### src/rtl/axil_pkg.sv
// Shared types and constants for the AXI4-Lite initiator.
package axil_pkg;

    localparam int AXIL_AW = 28;
    localparam int AXIL_DW = 32;

    localparam logic [1:0] RESP_OKAY   = 2'b00;
    localparam logic [1:0] RESP_EXOKAY = 2'b01;
    localparam logic [1:0] RESP_SLVERR = 2'b10;
    localparam logic [1:0] RESP_DECERR = 2'b11;

    typedef enum logic [2:0] {
        IDLE,
        RADDR,
        RDATA,
        WREQ,
        WRESP,
        RSP
    } state_t;

    // OKAY and EXOKAY are success; SLVERR and DECERR are reported as errors.
    function automatic logic resp_is_err(input logic [1:0] resp);
        return (resp == RESP_SLVERR) || (resp == RESP_DECERR);
    endfunction

endpackage

### src/rtl/axil_master.sv
// Single-outstanding AXI4-Lite initiator bridging a valid/ready MMIO request port.
// Optional response-wait timeout and stale-beat draining: define AXIL_TIMEOUT_EN.
module axil_master
    import axil_pkg::*;
#(
    parameter int AW      = AXIL_AW,
    parameter int DW      = AXIL_DW,
    parameter int TIMEOUT = 1024
) (
    input  logic            clk,
    input  logic            rst,

    input  logic            req_valid,
    output logic            req_ready,
    input  logic            req_write,
    input  logic [AW-1:0]   req_addr,
    input  logic [DW-1:0]   req_wdata,
    input  logic [DW/8-1:0] req_wstrb,

    output logic            rsp_valid,
    input  logic            rsp_ready,
    output logic [DW-1:0]   rsp_rdata,
    output logic            rsp_err,

    output logic [AW-1:0]   m_axi_awaddr,
    output logic            m_axi_awvalid,
    input  logic            m_axi_awready,
    output logic [DW-1:0]   m_axi_wdata,
    output logic [DW/8-1:0] m_axi_wstrb,
    output logic            m_axi_wvalid,
    input  logic            m_axi_wready,
    input  logic [1:0]      m_axi_bresp,
    input  logic            m_axi_bvalid,
    output logic            m_axi_bready,
    output logic [AW-1:0]   m_axi_araddr,
    output logic            m_axi_arvalid,
    input  logic            m_axi_arready,
    input  logic [DW-1:0]   m_axi_rdata,
    input  logic [1:0]      m_axi_rresp,
    input  logic            m_axi_rvalid,
    output logic            m_axi_rready
);

    state_t            r_state;
    logic              r_req_ready;
    logic [AW-1:0]     r_addr;
    logic [DW-1:0]     r_wdata;
    logic [DW/8-1:0]   r_wstrb;
    logic              r_arvalid;
    logic              r_awvalid;
    logic              r_wvalid;
    logic              r_aw_done;
    logic              r_w_done;
    logic              r_rready;
    logic              r_bready;
    logic              r_rsp_valid;
    logic [DW-1:0]     r_rsp_rdata;
    logic              r_rsp_err;
    logic              w_aw_fire;
    logic              w_w_fire;
    logic              w_to_hit;

`ifdef AXIL_TIMEOUT_EN
    // R/B ready idle high so stray beats are swallowed rather than left pending.
    localparam logic        DRAIN   = 1'b1;
    localparam logic [15:0] TO_LAST = 16'(TIMEOUT - 2);

    logic [15:0] r_to_cnt;

    always_ff @(posedge clk or posedge rst) begin
        if (rst) begin
            r_to_cnt <= '0;
        end else if (r_state == RDATA || r_state == WRESP) begin
            r_to_cnt <= r_to_cnt + 16'd1;
        end else begin
            r_to_cnt <= '0;
        end
    end

    assign w_to_hit = (r_to_cnt == TO_LAST);
`else
    localparam logic DRAIN = 1'b0;
    localparam int   unused_timeout = TIMEOUT;

    assign w_to_hit = 1'b0;
`endif

    assign w_aw_fire = r_awvalid && m_axi_awready;
    assign w_w_fire  = r_wvalid  && m_axi_wready;

    // NOTE: state and outputs update with <= only, so every branch below reads pre-edge values.
    always_ff @(posedge clk or posedge rst) begin
        if (rst) begin
            r_state     <= IDLE;
            r_req_ready <= 1'b1;
            r_addr      <= '0;
            r_wdata     <= '0;
            r_wstrb     <= '0;
            r_arvalid   <= 1'b0;
            r_awvalid   <= 1'b0;
            r_wvalid    <= 1'b0;
            r_aw_done   <= 1'b0;
            r_w_done    <= 1'b0;
            r_rready    <= DRAIN;
            r_bready    <= DRAIN;
            r_rsp_valid <= 1'b0;
            r_rsp_rdata <= '0;
            r_rsp_err   <= 1'b0;
        end else begin
            case (r_state)
                IDLE: begin
                    if (req_valid) begin
                        r_req_ready <= 1'b0;
                        r_addr      <= req_addr;
                        r_wdata     <= req_wdata;
                        r_wstrb     <= req_wstrb;
                        r_rready    <= 1'b0;
                        r_bready    <= 1'b0;
                        if (req_write) begin
                            r_awvalid <= 1'b1;
                            r_wvalid  <= 1'b1;
                            r_state   <= WREQ;
                        end else begin
                            r_arvalid <= 1'b1;
                            r_state   <= RADDR;
                        end
                    end
                end
                RADDR: begin
                    if (m_axi_arready) begin
                        r_arvalid <= 1'b0;
                        r_rready  <= 1'b1;
                        r_bready  <= DRAIN;
                        r_state   <= RDATA;
                    end
                end
                RDATA: begin
                    if (m_axi_rvalid) begin
                        r_rsp_rdata <= m_axi_rdata;
                        r_rsp_err   <= resp_is_err(m_axi_rresp);
                        r_rsp_valid <= 1'b1;
                        r_rready    <= DRAIN;
                        r_state     <= RSP;
                    end else if (w_to_hit) begin
                        r_rsp_rdata <= DW'(32'hdead_beef);
                        r_rsp_err   <= 1'b1;
                        r_rsp_valid <= 1'b1;
                        r_rready    <= DRAIN;
                        r_state     <= RSP;
                    end
                end
                WREQ: begin
                    // Each valid stays up until its own ready; the channels finish in either order.
                    if (w_aw_fire) begin
                        r_awvalid <= 1'b0;
                        r_aw_done <= 1'b1;
                    end
                    if (w_w_fire) begin
                        r_wvalid <= 1'b0;
                        r_w_done <= 1'b1;
                    end
                    if ((r_aw_done || w_aw_fire) && (r_w_done || w_w_fire)) begin
                        r_aw_done <= 1'b0;
                        r_w_done  <= 1'b0;
                        r_bready  <= 1'b1;
                        r_rready  <= DRAIN;
                        r_state   <= WRESP;
                    end
                end
                WRESP: begin
                    if (m_axi_bvalid) begin
                        r_rsp_rdata <= '0;
                        r_rsp_err   <= resp_is_err(m_axi_bresp);
                        r_rsp_valid <= 1'b1;
                        r_bready    <= DRAIN;
                        r_state     <= RSP;
                    end else if (w_to_hit) begin
                        r_rsp_rdata <= DW'(32'hdead_beef);
                        r_rsp_err   <= 1'b1;
                        r_rsp_valid <= 1'b1;
                        r_bready    <= DRAIN;
                        r_state     <= RSP;
                    end
                end
                RSP: begin
                    if (rsp_ready) begin
                        r_rsp_valid <= 1'b0;
                        r_req_ready <= 1'b1;
                        r_state     <= IDLE;
                    end
                end
                default: r_state <= IDLE;
            endcase
        end
    end

    assign req_ready     = r_req_ready;
    assign rsp_valid     = r_rsp_valid;
    assign rsp_rdata     = r_rsp_rdata;
    assign rsp_err       = r_rsp_err;
    assign m_axi_awaddr  = r_addr;
    assign m_axi_araddr  = r_addr;
    assign m_axi_awvalid = r_awvalid;
    assign m_axi_wdata   = r_wdata;
    assign m_axi_wstrb   = r_wstrb;
    assign m_axi_wvalid  = r_wvalid;
    assign m_axi_bready  = r_bready;
    assign m_axi_arvalid = r_arvalid;
    assign m_axi_rready  = r_rready;

endmodule

### config.mk
export PLATFORM = sky130hd
export DESIGN_NAME = axil_master
export DESIGN_NICKNAME = d
export VERILOG_FILES = /design/src/rtl/axil_pkg.sv /design/src/rtl/axil_master.sv
export SDC_FILE = /design/constraint.sdc
export NUM_CORES = 1
export LEC_CHECK = 0
export ABC_AREA = 1
export BUFFER_PORTS_ARGS = -buffer_cell sky130_fd_sc_hd__buf_4
export CORE_MARGIN = 5
export CORE_UTILIZATION = 41
export CTS_CLUSTER_SIZE = 10
export DETAILED_ROUTE_END_ITERATION = 12
export PLACE_DENSITY = 0.86
export SYNTH_ARGS = -nofsm -noshare
export SYNTH_HDL_FRONTEND = slang
export SYNTH_SLANG_ARGS = --single-unit
### constraint.sdc
create_clock -name clk -period 3 [get_ports clk]
set_input_delay 0.3 -clock clk [delete_from_list [all_inputs] [get_ports clk]]
set_output_delay 0.3 -clock clk [all_outputs]
set_load 0.01 [all_outputs]
Word-level counts from Yosys, hierarchy flattened
Index checks and enable logic that the tools add are counted.

storage, ports and cells
  bits of input ports = 110
  register bits = 109
  word-level logic and storage cells = 105

operators by class
  multiplexer cells = 42
  equal/unequal tests = 19
  reductions and logical operators = 29

operator list
  kind                                           number
  2-to-1 mux 32 bit                              2
  one-hot mux 32 bit (2 select lines)            1
  2-to-1 mux 1 bit                               23
  inequality test 2 bit, second input constant   10
  2-to-1 mux 3 bit                               6
  one-hot mux 3 bit (6 select lines)             1
  AND reduction 4 bit                            4
  nonzero test 2 bit                             6
  one-hot mux 1 bit (2 select lines)             5
  AND reduction 5 bit                            2
  == test 2 bit, second input constant           4
  one-hot mux 1 bit (4 select lines)             2
  nonzero test 4 bit                             2
  == test 3 x 2 -> 1 bit, second input constant  2
  == test 3 bit, second input constant           2
  AND reduction 2 bit                            3
  AND reduction 3 bit                            2
  AND reduction 6 bit                            1
  logical OR 1 bit                               4
  == test 3 x 1 -> 1 bit, second input constant  1
  logical AND 1 bit                              3
  logical NOT 3 bit                              1
  one-hot mux 1 bit (3 select lines)             1
  nonzero test 3 bit                             1
  2-to-1 mux 2 bit                               1

Depth between registers and ports, before layout
  depth after elaboration = 5
  mapped depth = 9
  gate-level depth less buffers = 9

Worst setup path before layout
No wires, ideal clock.

  kind = reg-to-reg
  from = register r_state[0]
  to = register r_addr[0] (netlist: m_axi_araddr[0])
  path buffers = 3
  cell stages (with the launch flop) = 10
  arrival time = 1.226 ns
  path slack = 1.658 ns
  required time = 2.883 ns
  cell sequence = dfrtp_1 > buf_6 > nor2_4 > nand2_2 > nor2_4 > inv_2 > buf_6 > buf_6 > nand2_1 > nand2_1

on the way
  word-level cells in the longest chain between the ends = 2

RTL lines
  item                                  line                source
  start, declared                       axil_master.sv:44   state_t r_state;
  start signal, assigned                axil_master.sv:94   r_state <= IDLE;
  start signal, assigned                axil_master.sv:122  r_state <= WREQ;
  start signal, assigned                axil_master.sv:125  r_state <= RADDR;
  logical NOT 3 bit                     axil_master.sv:110  case (r_state)
  AND reduction 2 bit (no source line)  -
  end signal, assigned                  axil_master.sv:114  r_addr <= req_addr;
  end, declared                         axil_master.sv:46   logic [AW-1:0] r_addr;

No other way between the ends.
A chain may end at the register's enable or synchronous reset.

Worst setup path after layout
  from = register r_state[0]
  to = register r_rsp_rdata[12] (netlist: rsp_rdata[12])

on the way
  word-level cells in the longest chain between the ends = 3
  elaborated cells between the ends (all ways) = 7
  classes of those cells = eq/ne (4); mux (1); reduce/logical (2)

RTL lines
  item                                                                          line                source
  == test 3 x 2 -> 1 bit or == test 3 bit (tied branches)                       axil_master.sv:110
  inequality test 2 bit (no source line) or nonzero test 2 bit (tied branches)  -
  AND reduction 3 bit (no source line)                                          -
  end signal, assigned                                                          axil_master.sv:139  r_rsp_rdata <= m_axi_rdata;
  end signal, assigned                                                          axil_master.sv:145  r_rsp_rdata <= DW'(32'hdead_beef);
  end signal, assigned                                                          axil_master.sv:178  r_rsp_rdata <= DW'(32'hdead_beef);
  end, declared                                                                 axil_master.sv:57   logic [DW-1:0] r_rsp_rdata;

Parallel ways exist; a longest one is shown, timed or not.

==> metrics.txt <==
# TYPE chip_impl_metric gauge
chip_impl_metric{name="grt_antenna_before_repair",unit=""} 0
chip_impl_metric{name="num_io_pins",unit=""} 242
chip_impl_metric{name="cts_sink_cnt",unit=""} 109
chip_impl_metric{name="gpl.final_weighted_congestion",unit=""} 0.833
chip_impl_metric{name="worst_skew_pair.late_latency",unit="ns"} 0.34
chip_impl_metric{name="relSlewSlack",unit="%"} 45.3
chip_impl_metric{name="drt-vias-per-instance",unit=""} 4.70
chip_impl_metric{name="fp.dieArea",unit="sq mm"} 0.0138
chip_impl_metric{name="netlist_area",unit="sq mm"} 0.00474
chip_impl_metric{name="setup_total_negative_slack",unit="ns"} 0
chip_impl_info{name="crit_path_top_delay_cell",value="dfrtp_1"} 1
chip_impl_metric{name="maximum_number_of_pins_on_one_net_before_global_route_repair",unit=""} 65
chip_impl_metric{name="grt.overflow.total",unit=""} 0
chip_impl_metric{name="cts.htree.levels",unit=""} 3
chip_impl_metric{name="areaGrowthSynthToFinish",unit="%"} 39.8
chip_impl_metric{name="postCtsResizedCells",unit=""} 0
chip_impl_metric{name="drcViolationCount",unit=""} 0
chip_impl_metric{name="detailedRoute.firstIterationViolations",unit=""} 398
chip_impl_metric{name="final.setup_skew",unit="ns"} 0.00874
chip_impl_info{name="layout_commonest_cell",value="nand2_1"} 1
chip_impl_metric{name="final_hold_violation_count",unit=""} 0
chip_impl_metric{name="sequential_cell_area",unit="sq mm"} 0.00273
chip_impl_info{name="grt_setup_unrepaired",value="no"} 1
chip_impl_info{name="worstSetupEndpointType",value="flip-flop"} 1
chip_impl_metric{name="timing.final.crit_period",unit="ns"} 1.92
chip_impl_metric{name="placed_cell_count",unit=""} 884
chip_impl_metric{name="synth_fa_ha_area_share",unit="%"} 0
chip_impl_metric{name="placeableCoreArea",unit="sq mm"} 0.0114
chip_impl_metric{name="clk_transition_reported_paths",unit="ns"} 0.07
chip_impl_metric{name="yosys.area_share.xor_xnor",unit="%"} 0
chip_impl_metric{name="slowest_delay",unit="ns"} 0.50
chip_impl_metric{name="wl_per_cell",unit="um"} 14.4
chip_impl_metric{name="diodes",unit=""} 0
chip_impl_metric{name="finalSetupViolations",unit=""} 0
chip_impl_metric{name="postCtsSetupBuffers",unit=""} 0
chip_impl_metric{name="largest_vdd_supply_drop",unit="mV"} 0.575
chip_impl_metric{name="worst-path-buf-inv",unit=""} 1
chip_impl_metric{name="worst_pin_slew",unit="ns"} 0.819
chip_impl_metric{name="totalPowerFinal",unit="uW"} 7120
chip_impl_metric{name="finish.net_count",unit=""} 862
chip_impl_metric{name="hpwl",unit="um"} 9570
chip_impl_metric{name="muxShareOfSynthArea",unit="%"} 0
chip_impl_metric{name="achievable-frequency",unit="MHz"} 521
chip_impl_metric{name="crit_fanout",unit=""} 35
chip_impl_metric{name="cts_max_path_buffers",unit=""} 2
chip_impl_metric{name="synth_cell_types",unit=""} 21
chip_impl_metric{name="multi_input_comb_area",unit="sq mm"} 0.00150
chip_impl_info{name="layout_common_cells",value="nand2_1, buf_4, dfrtp_1"} 1
chip_impl_info{name="gr-max-usage-layer",value="met2"} 1
chip_impl_metric{name="grt_pass1_vias",unit=""} 4032
chip_impl_metric{name="synth.ff_latch_count",unit=""} 109
chip_impl_metric{name="floorplan.initialDensity",unit="%"} 41.7
chip_impl_info{name="timing.critical_path.from_type",value="flip-flop"} 1
chip_impl_info{name="clockRootBuffer",value="clkbuf_16"} 1
chip_impl_info{name="largest_family_of_logic_cells_by_synthesized_area",value="simple AND/OR/NAND/NOR gates"} 1
chip_impl_metric{name="post-route-period-util",unit="%"} 64.0
chip_impl_metric{name="portBuffers",unit=""} 239
chip_impl_metric{name="use_met3",unit="%"} 5.33
chip_impl_info{name="result_of_the_run",value="complete, no violations"} 1
chip_impl_metric{name="synthSimpleGateAreaFrac",unit="%"} 30.2
chip_impl_metric{name="synth_compound_area_share",unit="%"} 1.40
chip_impl_metric{name="cts-hold-fix-buffers",unit=""} 0
chip_impl_metric{name="synth_top_area_share",unit="%"} 57.0
chip_impl_metric{name="wirelength",unit="um"} 13000
chip_impl_metric{name="row_count",unit=""} 39
chip_impl_info{name="holdCritPathClass",value="primary input to async pin"} 1
chip_impl_metric{name="maxCapViolations",unit=""} 0
chip_impl_metric{name="cp.arrival",unit="ns"} 2.15
chip_impl_info{name="cpLargestDelayFamily",value="simple AND/OR/NAND/NOR gates"} 1
chip_impl_metric{name="track_usage",unit="%"} 18.3
chip_impl_metric{name="die_h",unit="um"} 118
chip_impl_info{name="synth_largest_area_cell",value="dfrtp_1"} 1
chip_impl_metric{name="crit_required",unit="ns"} 3.23
chip_impl_metric{name="post_dp_cell_area",unit="sq mm"} 0.00635
chip_impl_metric{name="fill_cells",unit=""} 1013
chip_impl_metric{name="post_route_cells_drive_above_1_share",unit="%"} 35.8
chip_impl_metric{name="seq_area_frac_synth",unit="%"} 57.5
chip_impl_metric{name="static-leakage-power",unit="uW"} 0.00381
chip_impl_info{name="path_common_cell",value="nand2_1"} 1
chip_impl_metric{name="synth_instances",unit=""} 549
chip_impl_metric{name="routed-via-count",unit=""} 4231
chip_impl_info{name="setup.worst_path.class",value="flip-flop to flip-flop"} 1
chip_impl_metric{name="drtAntennaViolNets",unit=""} 0
chip_impl_metric{name="maxSlewViolCount",unit=""} 0
chip_impl_metric{name="synthesized_area_per_cell",unit="sq um"} 8.64
chip_impl_info{name="ys_top_cells_by_area",value="dfrtp_1, nand2_1, buf_4, nand3_1, buf_6"} 1
chip_impl_metric{name="cts_buf_count",unit=""} 9
chip_impl_info{name="cts_tree",value="done"} 1
chip_impl_metric{name="drt_pre_antenna_iters",unit=""} 4
chip_impl_metric{name="p_per_area",unit="mW/mm^2"} 1070
chip_impl_metric{name="final_cell_count_no_fill",unit=""} 900
chip_impl_metric{name="yosys_warnings",unit=""} 0
chip_impl_metric{name="groute.layer.met1.usage",unit="%"} 23.8
chip_impl_info{name="crit_chain",value="nor2_4 > nand3_1 > nand2_4 > inv_2 > nand2_1 > nand2_1"} 1
chip_impl_metric{name="grt_pass1_wl",unit="um"} 21100
chip_impl_metric{name="dieWidth",unit="um"} 118
chip_impl_metric{name="post-route-cell-area",unit="sq mm"} 0.00663
chip_impl_metric{name="groute.layer.met2.usage",unit="%"} 30.1
chip_impl_metric{name="synth_fp_nets",unit=""} 659
-- cell usage after synthesis --
cell / number
nand2_1: 294
dfrtp_1: 108
nand3_1: 41
buf_4: 31
buf_6: 17
inv_1: 16
nor2_1: 10
o21ai_0: 8
a21oi_1: 4
clkbuf_1: 3
inv_2: 3
nor2_4: 3
buf_2: 2
nand4_1: 2
a31oi_1: 1
dfstp_2: 1
nand2_2: 1
nand2_4: 1
nand3_2: 1
nand3b_1: 1
nor3_1: 1
-- per-stage QoR --
stage               hold WS (ns)  setup WS [ns]  util (%)
floorplan                  0.417           1.39         -
global placement           0.454           1.11      55.8
detailed placement         0.459           1.08      55.8
CTS                        0.132           1.06      58.3
global route               0.146          0.906      58.3
finish                     0.110           1.08      58.3
-- power by group --
| group | internal (uW) | leakage (uW) | switching, uW |
|---|---|---|---|
| combinational | 1550 | 0.00231 | 1790 |
| sequential | 2170 | 0.00136 | 470 |
| clock | 598 | 0.000142 | 539 |
-- final cells by class --
cell class	instances	area share, %
multi-input cells	368	22.6
flip-flops and latches	109	41.2
well taps	143	2.70
clock buffers	11	3.66
repair buffers	245	28.1
inverters	19	1.13
clock inverters	5	0.642
-- logic make-up after synthesis --
family,after synthesis
flops,109
buf+inv,72
simple gates,355
compound gates,13
-- sequential cells by signal, summed over array words and instances, names as in the netlist --
signal         flops
m_axi_araddr      28
m_axi_arvalid      1
m_axi_awvalid      1
m_axi_bready       1
m_axi_rready       1
m_axi_wdata       32
m_axi_wstrb        4
m_axi_wvalid       1
r_aw_done          1
r_state            3
r_w_done           1
req_ready          1
rsp_err            1
rsp_rdata         32
rsp_valid          1
-- per-layer routing --
metal | part of all wire [%] | up-vias | wire [um]
met4 | 1.2 | 0 | 153
met2 | 49 | 173 | 6380
met5 | 0 | - | 0
li1 | - | 2065 | -
met1 | 41 | 1980 | 5350
met3 | 8.4 | 13 | 1090
-- path summary, 6_finish.rpt --
kind,cells past startpoint,to,slack [ns],from
setup / recovery,6,rsp_rdata[12],1.08,r_state[0]
max in group asynchronous,3,m_axi_arvalid,2.18,rst
hold / removal,2,rsp_rdata[23],0.11,rst
setup reg to reg,6,rsp_rdata[12],1.08,r_state[0]
hold reg to reg,2,m_axi_wdata[0],0.47,m_axi_wdata[0]
min in group clk,3,m_axi_wdata[14],0.15,req_wdata[14]
-- worst reg2reg max path: cells and delay by family, from the launching register on --
kind,cells,cell delay [ns]
buffers and inverters,1,0.37
AND/OR/NAND/NOR,5,0.94
flip-flops,1,0.50
No activity file was read; power rests on OpenSTA's default activity.
